<file path="config.mk">
export PLATFORM = sky130hd
export DESIGN_NAME = fetch_pc_ctrl
export DESIGN_NICKNAME = d
export VERILOG_FILES = /design/src/rtl/fetch_pc_ctrl.sv
export SDC_FILE = /design/constraint.sdc
export NUM_CORES = 1
export LEC_CHECK = 0
export ABC_CLOCK_PERIOD_IN_PS = 2000
export BUFFER_PORTS_ARGS = -buffer_cell sky130_fd_sc_hd__buf_2
export CAP_MARGIN = 20
export CORE_MARGIN = 2
export CORE_UTILIZATION = 43
export DETAILED_ROUTE_END_ITERATION = 10
export PLACE_DENSITY = 0.72
export SLEW_MARGIN = 10
export SYNTH_ARGS = -nofsm -noshare
export SYNTH_HDL_FRONTEND = slang
export SYNTH_SLANG_ARGS = --single-unit
</file>
<file path="constraint.sdc">
create_clock -name clk -period 2 [get_ports clk]
set_clock_uncertainty 0.05 [all_clocks]
set_input_delay 0.1 -clock clk [delete_from_list [all_inputs] [get_ports clk]]
set_output_delay 0.1 -clock clk [all_outputs]
set_load 0.005 [all_outputs]
</file>
<file path="src/rtl/fetch_pc_ctrl.sv">
`default_nettype none
// ============================================================================
// Module      : fetch_pc_ctrl
// Description : Fetch-side PC owner. Applies execute-stage branch redirects,
//               produces IF/ID and ID/EX flush pulses, parks a redirect while
//               instruction memory is busy, sanitises and flags bad targets,
//               and counts accepted redirects.
// Revision    : 1.0 - initial release
// ============================================================================
module fetch_pc_ctrl #(
    parameter int          PC_W     = 9,
    parameter logic [31:0] RESET_PC = 32'd0,
    parameter int          CNT_W    = 16
) (
    input  logic             clk,
    input  logic             reset_n,
    input  logic             stall,
    input  logic             redir_valid,
    input  logic [31:0]      redir_pc,
    input  logic             imem_ready,
    output logic [PC_W-1:0]  pc,
    output logic [31:0]      pc_four,
    output logic             fetch_valid,
    output logic             flush_ifid,
    output logic             flush_idex,
    output logic [1:0]       redir_err,
    output logic [CNT_W-1:0] taken_count
);

    typedef enum logic [1:0] {
        ST_BOOT = 2'd0,
        ST_RUN  = 2'd1,
        ST_HOLD = 2'd2
    } state_t;

    localparam logic [PC_W-1:0]  c_reset_pc = RESET_PC[PC_W-1:0];
    localparam logic [PC_W-1:0]  c_pc_step  = PC_W'(4);
    localparam logic [CNT_W-1:0] c_cnt_max  = '1;

    state_t           r_state;
    logic [PC_W-1:0]  r_pc;
    logic [PC_W-1:0]  r_pend;
    logic [1:0]       r_err;
    logic [CNT_W-1:0] r_cnt;

    logic             w_accept;
    logic [PC_W-1:0]  w_tgt;
    logic [31:0]      w_above;
    logic             w_err_lo;
    logic             w_err_hi;

    // A redirect is honoured in every state except the single boot cycle.
    assign w_accept = redir_valid && (r_state != ST_BOOT);

    // Word-align the target and keep only the bits the PC can hold.
    assign w_tgt    = {redir_pc[PC_W-1:2], 2'b00};
    assign w_above  = redir_pc >> PC_W;
    assign w_err_lo = |redir_pc[1:0];
    assign w_err_hi = |w_above;

    assign pc          = r_pc;
    assign pc_four     = {{(32-PC_W){1'b0}}, r_pc} + 32'd4;
    assign fetch_valid = (r_state == ST_RUN) && imem_ready && !stall && !redir_valid;
    assign flush_ifid  = w_accept;
    assign flush_idex  = w_accept;
    assign redir_err   = r_err;
    assign taken_count = r_cnt;

    // PC sequencing FSM plus sticky error flags and saturating redirect count.
    always_ff @(posedge clk or negedge reset_n) begin
        if (!reset_n) begin
            r_state <= ST_BOOT;
            r_pc    <= c_reset_pc;
            r_pend  <= '0;
            r_err   <= 2'b00;
            r_cnt   <= '0;
        end else begin
            case (r_state)
                ST_BOOT: begin
                    r_state <= ST_RUN;
                end
                ST_RUN: begin
                    if (redir_valid) begin
                        if (imem_ready) begin
                            r_pc <= w_tgt;
                        end else begin
                            r_pend  <= w_tgt;
                            r_state <= ST_HOLD;
                        end
                    end else if (imem_ready && !stall) begin
                        r_pc <= r_pc + c_pc_step;
                    end
                end
                ST_HOLD: begin
                    // A fresh redirect replaces the parked one; if memory is
                    // ready in the same cycle the fresh target goes straight in.
                    if (redir_valid) begin
                        r_pend <= w_tgt;
                    end
                    if (imem_ready) begin
                        r_pc    <= redir_valid ? w_tgt : r_pend;
                        r_state <= ST_RUN;
                    end
                end
                default: begin
                    r_state <= ST_BOOT;
                end
            endcase

            if (w_accept) begin
                r_err <= r_err | {w_err_hi, w_err_lo};
                if (r_cnt != c_cnt_max) begin
                    r_cnt <= r_cnt + CNT_W'(1);
                end
            end
        end
    end

endmodule
`default_nettype wire
</file>
# Word-level counts from Yosys, hierarchy flattened
# Index checks and enable logic that the tools add are counted.
[totals] ff_bits=38 output_inout_bits=62 inputBits=37
[op_classes] reduce_logical=16 n_addsub=3 n_eq_ne=8 mux=13 bitwise=1
[ops] operator="9-bit two-way mux" n=7
[ops] operator="9-bit one-hot mux with 2 select lines" n=2
[ops] operator="23-bit OR reduction" n=1
[ops] operator="16-bit by 1-bit adder with 16-bit output, second input constant" n=1
[ops] operator="16-bit != test, second input constant" n=1
[ops] operator="9-bit by 3-bit adder with 10-bit output, second input constant" n=1
[ops] operator="9-bit by 3-bit adder with 9-bit output, second input constant" n=1
[ops] operator="2-bit two-way mux" n=3
[ops] operator="2-bit != test, second input constant" n=3
[ops] operator="2-bit one-hot mux with 3 select lines" n=1
[ops] operator="3-bit AND reduction" n=2
[ops] operator="1-bit logical AND" n=5
[ops] operator="4-bit AND reduction" n=1
[ops] operator="2-bit nonzero test" n=2
[ops] operator="3-bit by 2-bit != test with 1-bit output, second input constant" n=1
[ops] operator="3-bit != test, second input constant" n=1
[ops] operator="2-bit by 1-bit == test with 1-bit output, second input constant" n=1
[ops] operator="2-bit == test, second input constant" n=1
[ops] operator="1-bit logical NOT" n=2
[ops] operator="2-bit logical NOT" n=1
[ops] operator="2-bit OR" n=1
[ops] operator="2-bit AND reduction" n=1
[ops] operator="2-bit OR reduction" n=1

# Depth between registers and ports, before layout
# Gate-level depths: netlist (run 1).
[depth] depth_word=5 mapped_depth=8 depth_no_buf=6

# Worst setup path before layout (run 1)
# Ideal clock, no wire load.
[synth_timing] path_type="reg-to-reg" startpoint="register r_state[0]" endpoint="register r_cnt[14], in the netlist taken_count[14]" setup_slack_ns=0.102 t_arrival_ns=1.723 synth_period_minus_slack_ns=1.898 path_stages_with_launch=8 path_cell_list="dfrtp_1 -> inv_1 -> ha_1 -> nand2b_2 -> buf_6 -> nor3_2 -> nor3b_1 -> mux2_2"
[synth_via] elab_chain_cells=3
[synth_lines] item="start: declaration" line_no="40" text="state_t r_state;"
[synth_lines] item="start signal: assignment" line_no="72" text="r_state <= ST_BOOT;"
[synth_lines] item="start signal: assignment" line_no="80" text="r_state <= ST_RUN;"
[synth_lines] item="start signal: assignment" line_no="88" text="r_state <= ST_HOLD;"
[synth_lines] item="2-bit nonzero test" line_no="53" text="assign w_accept = redir_valid && (r_state != ST_BOOT);"
[synth_lines] item="1-bit logical AND" line_no="53"
[synth_lines] item="2-bit AND reduction (no source line)"
[synth_lines] item="end signal: assignment" line_no="113" text="r_cnt <= r_cnt + CNT_W'(1);"
[synth_lines] item="end: declaration" line_no="44" text="logic [CNT_W-1:0] r_cnt;"
# No other way between the ends.
# A chain may end at the register's enable or synchronous reset.

# Final worst setup path (run 1)
[layout_timing] startpoint="register r_pc[2], in the netlist pc[2]" endpoint="output pc_four[8]"
[layout_via] elab_chain_cells=1
[layout_lines] item="start: declaration" line_no="41" text="logic [PC_W-1:0] r_pc;"
[layout_lines] item="start signal: assignment" line_no="73" text="r_pc <= c_reset_pc;"
[layout_lines] item="start signal: assignment" line_no="85" text="r_pc <= w_tgt;"
[layout_lines] item="start signal: assignment" line_no="91" text="r_pc <= r_pc + c_pc_step;"
[layout_lines] item="9-bit by 3-bit adder with 10-bit output" line_no="62" text="assign pc_four = {{(32-PC_W){1'b0}}, r_pc} + 32'd4;"
[layout_lines] item="end: declaration" line_no="22" text="output logic [31:0] pc_four,"
# No other way between the ends.

==> results_dict.tcl, run 1 <==
set metrics [dict create \
    place_area_um2 2658 \
    ir_worst_vdd_mv 0.8648 \
    die_width_um 76.83 \
    synthArstFlopShare 1.000 \
    p_clk_frac 0.199 \
    p_seq_frac 0.405 \
    gp_congestion 0.7780 \
    rsz0062_at_grt "false" \
    drive_gt1_frac 0.3896 \
    cp_data_arrival_time_ns 1.77 \
    cts_buffers 5 \
    worst_slew_pin_slew_ns 0.8293 \
    path_max_fanout 5 \
    fin_crit_sh 0.9581 \
    synth.largest_area_cell "dfrtp_1" \
    p_leak_nw 1.392 \
    slew_violations 0 \
    setup_viol_count_final 0 \
    synth_top_family_by_area "simple AND/OR/NAND/NOR gates" \
    clk_path_buf_depth 2 \
    grt_usage 0.1562 \
    synth_top_area_frac 0.4169 \
    vias_per_cell 4.802 \
    core_area_um2 5107 \
    synth_area_leaders "dfrtp_1 42%, buf_4 9.2%, xor2_1 5.8%, mux2_2 5.4%, ha_1 3.8%" \
    startpoint_type "register" \
    num_rows 26 \
    utilization 0.5483 \
    slew_headroom 0.4471 \
    power.switching_w 0.001136 \
    synth_edf_count 0 \
    setup.worst_path.end_class "primary output" \
    drv_cap 0 \
    synth.distinct_cells 44 \
    final_cells 378 \
    p_comb_frac 0.396 \
    clock.fmax_mhz 521.9 \
    fin_tns_setup_ns 0 \
    synth_area_per_cell_um2 10.18 \
    die-area_um2 5903 \
    finalNetCount 351 \
    ant_nets 0 \
    portBuffers 76 \
    yosys_warnings 0 \
    path_class "reg2out" \
    syn_inst 224 \
    antenna_found_initial 0 \
    n_fill_cell 506 \
    antennaDiodeCount 0 \
    power_per_cell_area_nw_per_um2 1136 \
    hold_violations 0 \
    cp.required_ns 1.85 \
    chipHeight_um 76.83 \
    clk_pin_slew_ns 0.07 \
    cts_tree "built" \
    wl_per_cell_um 12.13 \
    synth.area.mux_share 0.07625 \
    cts.sinks 38 \
    synth_fa_ha_area_frac 0.03840 \
    synth_area_um2 2281 \
    design_area_um2 2800 \
    start_util 0.4466 \
    yosys.cell_count.top_type "dfrtp_1" \
    grt_pass1_vias 1682 \
    ys_ff_latch 38 \
    drtIter0Drc 68 \
    area_delta_synth_final_pct 22.76 \
    dp.cells 367 \
    wirelength_mm 4.584 \
    status "finished, final reports clean" \
    min_path_type "in2reg" \
    grt_overflow 0 \
    synthFlopType "dfrtp_1" \
    sw_frac_of_total 0.3569 \
    grt_max_degree 39 \
    synth_simple_gate_area_share 0.1931 \
    synth_compound_area_frac 0.08941 \
    grt_pass1_wl_mm 7.534 \
    drt_first_pass_iters 7 \
    drc_errors 0 \
    htree_levels 2 \
    intPower_w 0.002046 \
    num_io_pins 99 \
    ys_top_cells_by_count "38 x dfrtp_1, 28 x buf_4, 15 x xor2_1, 14 x nand2_1, 11 x mux2_2" \
    clock_latency_ns 0.29 \
    period_needed_ns 1.916 \
    vias 1815 \
    dp_hpwl_mm 3.460 \
    synth-xor-area-share 0.06528 \
    yosysSeqAreaShare 0.4169 \
    root_buffer "clkbuf_8" \
]
power groups by stage:
stage / logic (W) / registers, W / clock network, W
3_5_place_dp: 0.00123 / 0.00130 / 0
4_1_cts: 0.00124 / 0.00129 / 0.000651
6_report: 0.00126 / 0.00129 / 0.000633
2_1_floorplan: 0.000818 / 0.00126 / 0
3_3_place_gp: 0.00121 / 0.00128 / 0
5_1_grt: 0.00142 / 0.00134 / 0.000683
logic make-up (layout without fill, tap and decap cells):
logic type / count (synthesis) / after routing
XOR/XNOR: 17 / 17
adder cells (fa/ha/maj): 7 / 7
multiplexers: 16 / 16
AND/OR/NAND/NOR: 73 / 73
flip-flops: 38 / 38
other: 1 / 22
AO/OA/AOI/OAI: 30 / 30
buffers and inverters: 42 / 105
worst paths after layout:
kind / startpoint / to / slack, ns / cells past startpoint
hold reg to reg: redir_err[0] / redir_err[0] / 0.42 / 1
setup reg to reg: r_state[0] / taken_count[14] / 0.13 / 6
hold / removal: redir_pc[8] / r_pend[8] / 0.01 / 2
max in group asynchronous: reset_n / taken_count[14] / 0.99 / 2
min in group asynchronous: reset_n / pc[7] / 0.39 / 2
setup / recovery: pc[2] / pc_four[8] / 0.08 / 5
final cells by class:
class	instances	area, um2	area share
clock buffers	5	68.82	0.02458
clock inverters	3	40.04	0.01430
inverters	9	33.78	0.01206
multi-input cells	165	1146	0.4093
flip-flops and latches	38	950.9	0.3396
well taps	70	87.58	0.03128
repair buffers	88	473.0	0.1689
worst max-delay path, cell delays in order, from the launching register on:
cell	delay, ns
dfrtp_1	0.41
ha_2	0.21
and3_2	0.25
and4_1	0.21
or2_2	0.26
buf_2	0.13
what timing repair did:
item,CTS,global route
endpoints found under the setup margin,0,3
hold buffers,1,0
hold endpoints to repair,38,0
buffers inserted,0,2
gates resized for setup,0,3
placed cells by master, fill, tap and decap left out, types with 2 or more instances in the layout:
| master | synthesis | routed |
|---|---|---|
| nor2_1 | 10 | 10 |
| conb_1 | 1 | 22 |
| nor3_2 | 4 | 4 |
| or2_2 | 2 | 2 |
| nor4_1 | 7 | 7 |
| clkbuf_8 | 0 | 5 |
| o211ai_1 | 3 | 3 |
| nor3_1 | 4 | 4 |
| and3_1 | 5 | 4 |
| nor2b_1 | 3 | 3 |
| nor3b_1 | 2 | 2 |
| and4_1 | 2 | 2 |
| xnor2_1 | 2 | 2 |
| o21ai_0 | 9 | 9 |
| mux2i_1 | 5 | 5 |
| clkinv_2 | 0 | 2 |
| a221oi_1 | 2 | 2 |
| ha_1 | 7 | 6 |
| and2_1 | 2 | 2 |
| mux2_2 | 11 | 11 |
| nand2b_1 | 3 | 3 |
| nand4_1 | 4 | 4 |
| buf_2 | 0 | 76 |
| a21oi_1 | 4 | 4 |
| nand2_1 | 14 | 14 |
| o21bai_1 | 4 | 4 |
| a222oi_1 | 2 | 2 |
| xor2_1 | 15 | 15 |
| buf_4 | 28 | 11 |
| dfrtp_1 | 38 | 38 |
| inv_1 | 9 | 9 |
| nand3_1 | 5 | 5 |
registers in the layout (all words and copies together) (netlist names):
name         flops
pc               9
r_pend           9
r_state          2
redir_err        2
taken_count     16
per-layer routing:
layer  part of all wire  up-vias  global-route usage
met3              0.058        7             0.03412
li1                   -      902                   -
met4              0.014        0             0.06000
met5                  0        -                   0
met1               0.46      842              0.2015
met2               0.47       64              0.2561
through the flow:
| stage | hold WS, ns | setup WS [ns] | total power, W |
|---|---|---|---|
| 5_1_grt | 0.005533 | 0.02515 | 0.003441 |
| 3_5_place_dp | 0.1997 | 0.06960 | 0.002526 |
| 2_1_floorplan | -0.2456 | 0.1018 | 0.002077 |
| 3_3_place_gp | 0.2078 | 0.1794 | 0.002489 |
| 6_report | 0.009778 | 0.08389 | 0.003182 |
| 4_1_cts | 0.003162 | 0.007885 | 0.003172 |
Power figures use the tool's default switching activity.
==> run 2, diff against run 1 <==
- ABC_AREA: default -> 1
- BUFFER_PORTS_ARGS: -buffer_cell sky130_fd_sc_hd__buf_2 -> default
- CORE_UTILIZATION: 43 -> 55
- DONT_BUFFER_PORTS: default -> 1
- PLACE_DENSITY: 0.72 -> 0.69
==> run 2 against run 1 <==
Effect of this change:
- count of clock-buffer cells in the layout rose by 2
- via count rose by 19%
- register-to-register slack improved by 0.19 ns
- setup slack improved by 0.23 ns
- sequential power barely moved
- critical path type is now reg2reg
==> results_dict.tcl, run 2 <==
set metrics [dict create \
    status "finished, final reports clean" \
    clk_pin_slew_ns 0.08 \
    drtIter0Drc 82 \
    vias 2153 \
    wl_per_cell_um 12.52 \
    yosys.cell_count.top_type "nand2_1" \
    cp.required_ns 2.12 \
    crit_family "compound AO/OA/AOI/OAI gates" \
    cts.sinks 38 \
    sw_frac_of_total 0.4234 \
    antenna_found_initial 0 \
    synthArstFlopShare 1.000 \
    p_comb_frac 0.393 \
    holdWs_ns 0.01718 \
    min_path_type "in2reg" \
    path_max_fanout 15 \
    period_needed_ns 1.685 \
    grt_overflow 0 \
    num_rows 24 \
    synth_area_leaders "dfrtp_1 38%, nand2_1 19%, buf_4 7.5%, nor2_1 7.2%, inv_1 4.5%" \
    cts_tree "built" \
    die_width_um 71.57 \
    setup.worst_path.end_class "register" \
    synth_area_um2 2511 \
    slowest_delay_ns 0.43 \
    clk_path_buf_depth 2 \
    cp_data_arrival_time_ns 1.81 \
    crit_path_cell_trace "ha_1, nand2_2, nor2_4, nand2_2, o21ai_4, o21ai_0" \
    yosys_warnings 0 \
    drive_gt1_frac 0.06486 \
    path_class "reg2reg" \
    slew_violations 0 \
    chipHeight_um 71.57 \
    root_buffer "clkbuf_8" \
    vias_per_cell 5.102 \
    power_per_cell_area_nw_per_um2 1171 \
    cts_buffers 5 \
    yosysSeqAreaShare 0.3787 \
    grt_usage 0.2255 \
    cpMostUsedCell "nand2_2" \
    clock_latency_ns 0.30 \
    largest_reg_flops 16 \
    startpoint_type "register" \
    clock.fmax_mhz 593.5 \
    gp_congestion 0.8313 \
    grt_pass1_wl_mm 8.990 \
    drc_errors 0 \
    p_clk_frac 0.204 \
    mostFrequentLayoutCell "nand2_1" \
    rsz0062_at_grt "false" \
    ir_worst_vdd_mv 0.8882 \
    start_util 0.5728 \
    setup_viol_count_final 0 \
    n_fill_cell 420 \
    ys_top_cells_by_count "127 x nand2_1, 48 x nor2_1, 38 x dfrtp_1, 30 x inv_1, 25 x buf_4" \
    critPathSlowestCell "dfrtp_1" \
    synth.largest_area_cell "dfrtp_1" \
    synth_area_per_cell_um2 7.114 \
    syn_inst 353 \
    grt_pass1_vias 2076 \
    synthFlopType "dfrtp_1" \
    grt_max_degree 39 \
    wirelength_mm 5.282 \
    ant_nets 0 \
    num_io_pins 99 \
    portBuffers 0 \
    ys_ff_latch 38 \
    fin_crit_sh 0.8425 \
    final_cells 422 \
    area_delta_synth_final_pct 7.524 \
    fin_total_pwr_w 0.003162 \
    drv_cap 0 \
    core_area_um2 4384 \
    drt_first_pass_iters 4 \
    dp.cells 402 \
    finalNetCount 413 \
    intPower_w 0.001823 \
    htree_levels 2 \
    dp_hpwl_mm 3.963 \
    hold_violations 0 \
    layout_common_cells "127 x nand2_1, 48 x nor2_1, 38 x dfrtp_1" \
    p_leak_nw 1.317 \
    synth_top_area_frac 0.3787 \
    die-area_um2 5122 \
    antennaDiodeCount 0 \
    place_area_um2 2464 \
    worst-path-buf-inv 0 \
    power.switching_w 0.001339 \
    design_area_um2 2700 \
    fin_tns_setup_ns 0 \
    p_seq_frac 0.403 \
    synth_edf_count 0 \
    synth.distinct_cells 28 \
]
-- run 2: final timing paths --
path,start,end,slack [ns],cells past startpoint
max in group asynchronous,reset_n,taken_count[0],1.49,2
setup reg to reg,taken_count[1],taken_count[5],0.32,6
hold / removal,redir_pc[29],redir_err[1],0.02,4
setup / recovery,taken_count[1],taken_count[5],0.32,6
min in group asynchronous,reset_n,r_pend[2],0.21,2
hold reg to reg,r_pend[3],r_pend[3],0.44,2
-- run 2: final cells by class --
type | instances | area, um2 | share of cell area
clock inverters | 1 | 30.03 | 0.01112
well taps | 52 | 65.06 | 0.02410
multi-input cells | 276 | 1297 | 0.4805
inverters | 32 | 120.1 | 0.04449
clock buffers | 7 | 76.32 | 0.02827
repair buffers | 16 | 160.2 | 0.05931
flip-flops and latches | 38 | 950.9 | 0.3522
-- run 2: worst register-to-register path: stages, from the launching register on --
cell and delay [ns]:
dfrtp_1 0.43, ha_1 0.27, nand2_2 0.10, nor2_4 0.11, nand2_2 0.10, o21ai_4 0.36
o21ai_0 0.15
-- run 2: timing repair --
action                                  CTS  global route
gates resized for setup                   0             0
hold endpoints to repair                 49             0
buffers inserted                          0             0
endpoints found under the setup margin    0             0
hold buffers                             12             0
-- run 2: metal layers --
layer	global-route usage	vias to the layer above	routed length [um]
li1	-	1084	-
met1	0.2566	996	2196
met2	0.3951	65	2621
met3	0.06751	8	382
met4	0.09015	0	82
met5	0	-	0
-- run 2: logic make-up after synthesis --
group | Yosys count | share of synthesized area
flops | 38 | 0.3787
fa+ha+maj | 7 | 0.03488
buf+inv | 60 | 0.1360
other cells | 1 | 0.001493
xor+xnor | 9 | 0.03139
simple gates | 205 | 0.3398
compound gates | 33 | 0.07773
-- run 2: stage by stage --
step	worst slack, ns	util
2_1_floorplan	0.4854	-
3_3_place_gp	0.3619	0.5619
3_5_place_dp	0.2660	0.5619
4_1_cts	0.2843	0.6159
5_1_grt	0.07178	0.6159
6_report	0.3150	0.6159
-- run 2: power groups by stage --
| stage | Combinational [W] | Clock (W) | Sequential (W) |
|---|---|---|---|
| finish | 0.00124 | 0.000644 | 0.00127 |
| global route | 0.00144 | 0.000695 | 0.00131 |
| CTS | 0.00126 | 0.000657 | 0.00127 |
| detailed placement | 0.00122 | 0 | 0.00129 |
| global placement | 0.00119 | 0 | 0.00129 |
| floorplan | 0.00102 | 0 | 0.00122 |
==> run 3, diff against run 2 <==
- ABC_CLOCK_PERIOD_IN_PS: 2000 -> 1500
- clock period: 2 -> 1.5 ns (I/O delays scaled with it)
==> run 3 against run 2 <==
Effect of this change:
- the flow now finishes with violations (negative setup slack)
- non-clock buffer count rose by 35
- sequential share of layout area fell by 6.6 points
- via count rose by 11%
- wire length rose by 27%
- combinational power rose by 130%
- register-to-register slack got worse by 0.32 ns
- clock power rose by 35%
- sequential power rose by 31%
- maximum frequency rose by 12%
- die area did not move
- design area rose by 24%
- core utilization rose by 15 points
- largest power group is now combinational cells
- highest routed layer unchanged
==> results_dict.tcl, run 3 (synthesis results as in run 2) <==
set metrics [dict create \
    p_leak_nw 1.676 \
    startpoint_type "register" \
    failed_checks "negative setup slack" \
    largest_reg_flops 16 \
    drt_first_pass_iters 4 \
    chipHeight_um 71.57 \
    cts_tree "built" \
    grt_pass1_vias 2153 \
    drtIter0Drc 158 \
    fin_total_pwr_w 0.005333 \
    grt_max_degree 39 \
    p_clk_frac 0.163 \
    cts_buffers 5 \
    dp_hpwl_mm 4.216 \
    p_comb_frac 0.523 \
    root_buffer "clkbuf_8" \
    grt_overflow 0 \
    cp_data_arrival_time_ns 1.65 \
    power.switching_w 0.002277 \
    num_rows 24 \
    finalNetCount 448 \
    critPathSlowestCell "dfrtp_2" \
    period_needed_ns 1.510 \
    slew_violations 0 \
    rsz0062_at_grt "true" \
    crit_family "flip-flops" \
    p_seq_frac 0.314 \
    clock_latency_ns 0.30 \
    antennaDiodeCount 0 \
    fin_crit_sh 1.007 \
    num_io_pins 99 \
    sw_frac_of_total 0.4270 \
    path_class "reg2reg" \
    area_delta_synth_final_pct 33.03 \
    drc_errors 0 \
    layout_setup_ws_ns -0.009762 \
    vias_per_cell 5.223 \
    gp_congestion 0.8655 \
    setup.worst_path.end_class "register" \
    min_path_type "in2reg" \
    clk_path_buf_depth 2 \
    grt_pass1_wl_mm 9.625 \
    clock.fmax_mhz 662.4 \
    grt_usage 0.2420 \
    preCtsSetupSlack_ns -0.05824 \
    setup_viol_count_final 3 \
    status "finished with violations" \
    portBuffers 0 \
    slowest_delay_ns 0.45 \
    power_per_cell_area_nw_per_um2 1596 \
    worst-path-buf-inv 4 \
    ir_worst_vdd_mv 1.205 \
    hold_violations 0 \
    cts.sinks 38 \
    ant_nets 0 \
    drive_gt1_frac 0.3037 \
    htree_levels 2 \
    utilization 0.7620 \
    intPower_w 0.003056 \
    die-area_um2 5122 \
    wl_per_cell_um 14.65 \
    core_area_um2 4384 \
    vias 2387 \
    fin_tns_setup_ns -0.01696 \
    start_util 0.5728 \
    antenna_found_initial 0 \
    path_max_fanout 8 \
    mostFrequentLayoutCell "nand2_1" \
    drv_cap 0 \
    clk_pin_slew_ns 0.08 \
    layout_common_cells "93 x nand2_1, 41 x nor2_1, 34 x dfrtp_1" \
    wirelength_mm 6.696 \
    die_width_um 71.57 \
    cp.required_ns 1.64 \
    crit_path_cell_trace "inv_4, ha_4, inv_2, nor2_4, inv_2, nand2_2, clkinvlp_4, nand2_1, nand2_1" \
]
==> run 3: cell count changes in the layout (fill, tap and decap cells not counted), sizes merged <==
| cell | change |
|---|---|
| inv | -1 |
| buf | +31 |
| clkinvlp | +1 |
| dlygate4sd3 | +2 |
| clkinv | +2 |
==> run 3: cell type report <==
type	count	area, um2
Inverter	32	128.9
Multi-Input combinational cell	276	1578
Clock buffer	5	68.82
Sequential cell	38	955.9
Timing Repair Buffer	51	504.2
Fill cell	318	1044
Clock inverter	3	40.04
Tap cell	52	65.06
==> run 3: final timing paths <==
path,start,end,slack (ns),cells past startpoint
worst max-delay path,r_state[0],r_pend[5],-0.01,9
worst min-delay path,redir_valid,pc[2],0.01,4
worst max register to register,r_state[0],r_pend[5],-0.01,9
worst min register to register,r_pend[3],r_pend[3],0.44,2
max in group asynchronous,reset_n,taken_count[2],1.00,2
min in group asynchronous,reset_n,pc[0],0.18,2
==> run 3: tightest hold or removal path, cell delays in order <==
cell and delay (ns):
nand2_1 0.04, o211ai_1 0.09, nand2_1 0.07, o21ai_1 0.05
==> run 3: power by group through the flow <==
stage	registers [W]	clock network [W]	logic, W
after floorplan	0.00163	0	0.00136
after global placement	0.00161	0	0.00202
after detailed placement	0.00163	0	0.00206
after CTS	0.00162	0.000896	0.00220
after global routing	0.00172	0.000941	0.00308
final	0.00167	0.000871	0.00279
==> run 3: what timing repair did <==
action                                  in CTS  in global routing
endpoints found under the setup margin      27                 37
setup buffers                                0                  4
gates cloned                                 0                  2
resized for setup                           13                 88
hold endpoints to repair                    48                  0
hold buffers                                14                  0
pin swaps                                    3                 41
==> run 3: routing by layer <==
layer  share of wire  track usage
met1            0.37       0.2762
met2            0.54       0.4208
met3           0.064      0.07454
met4           0.019      0.09853
met5               0            0
==> run 3: through the flow <==
step / area, um2 / hold WS, ns / instances
final: 3341 / 0.009550 / 457
after global routing: 3341 / 0.02335 / 457
after CTS: 2987 / 0.0004035 / 451
after detailed placement: 2694 / -0.2698 / 429
after global placement: 2694 / -0.2697 / 429
after floorplan: 2592 / -0.2706 / 374
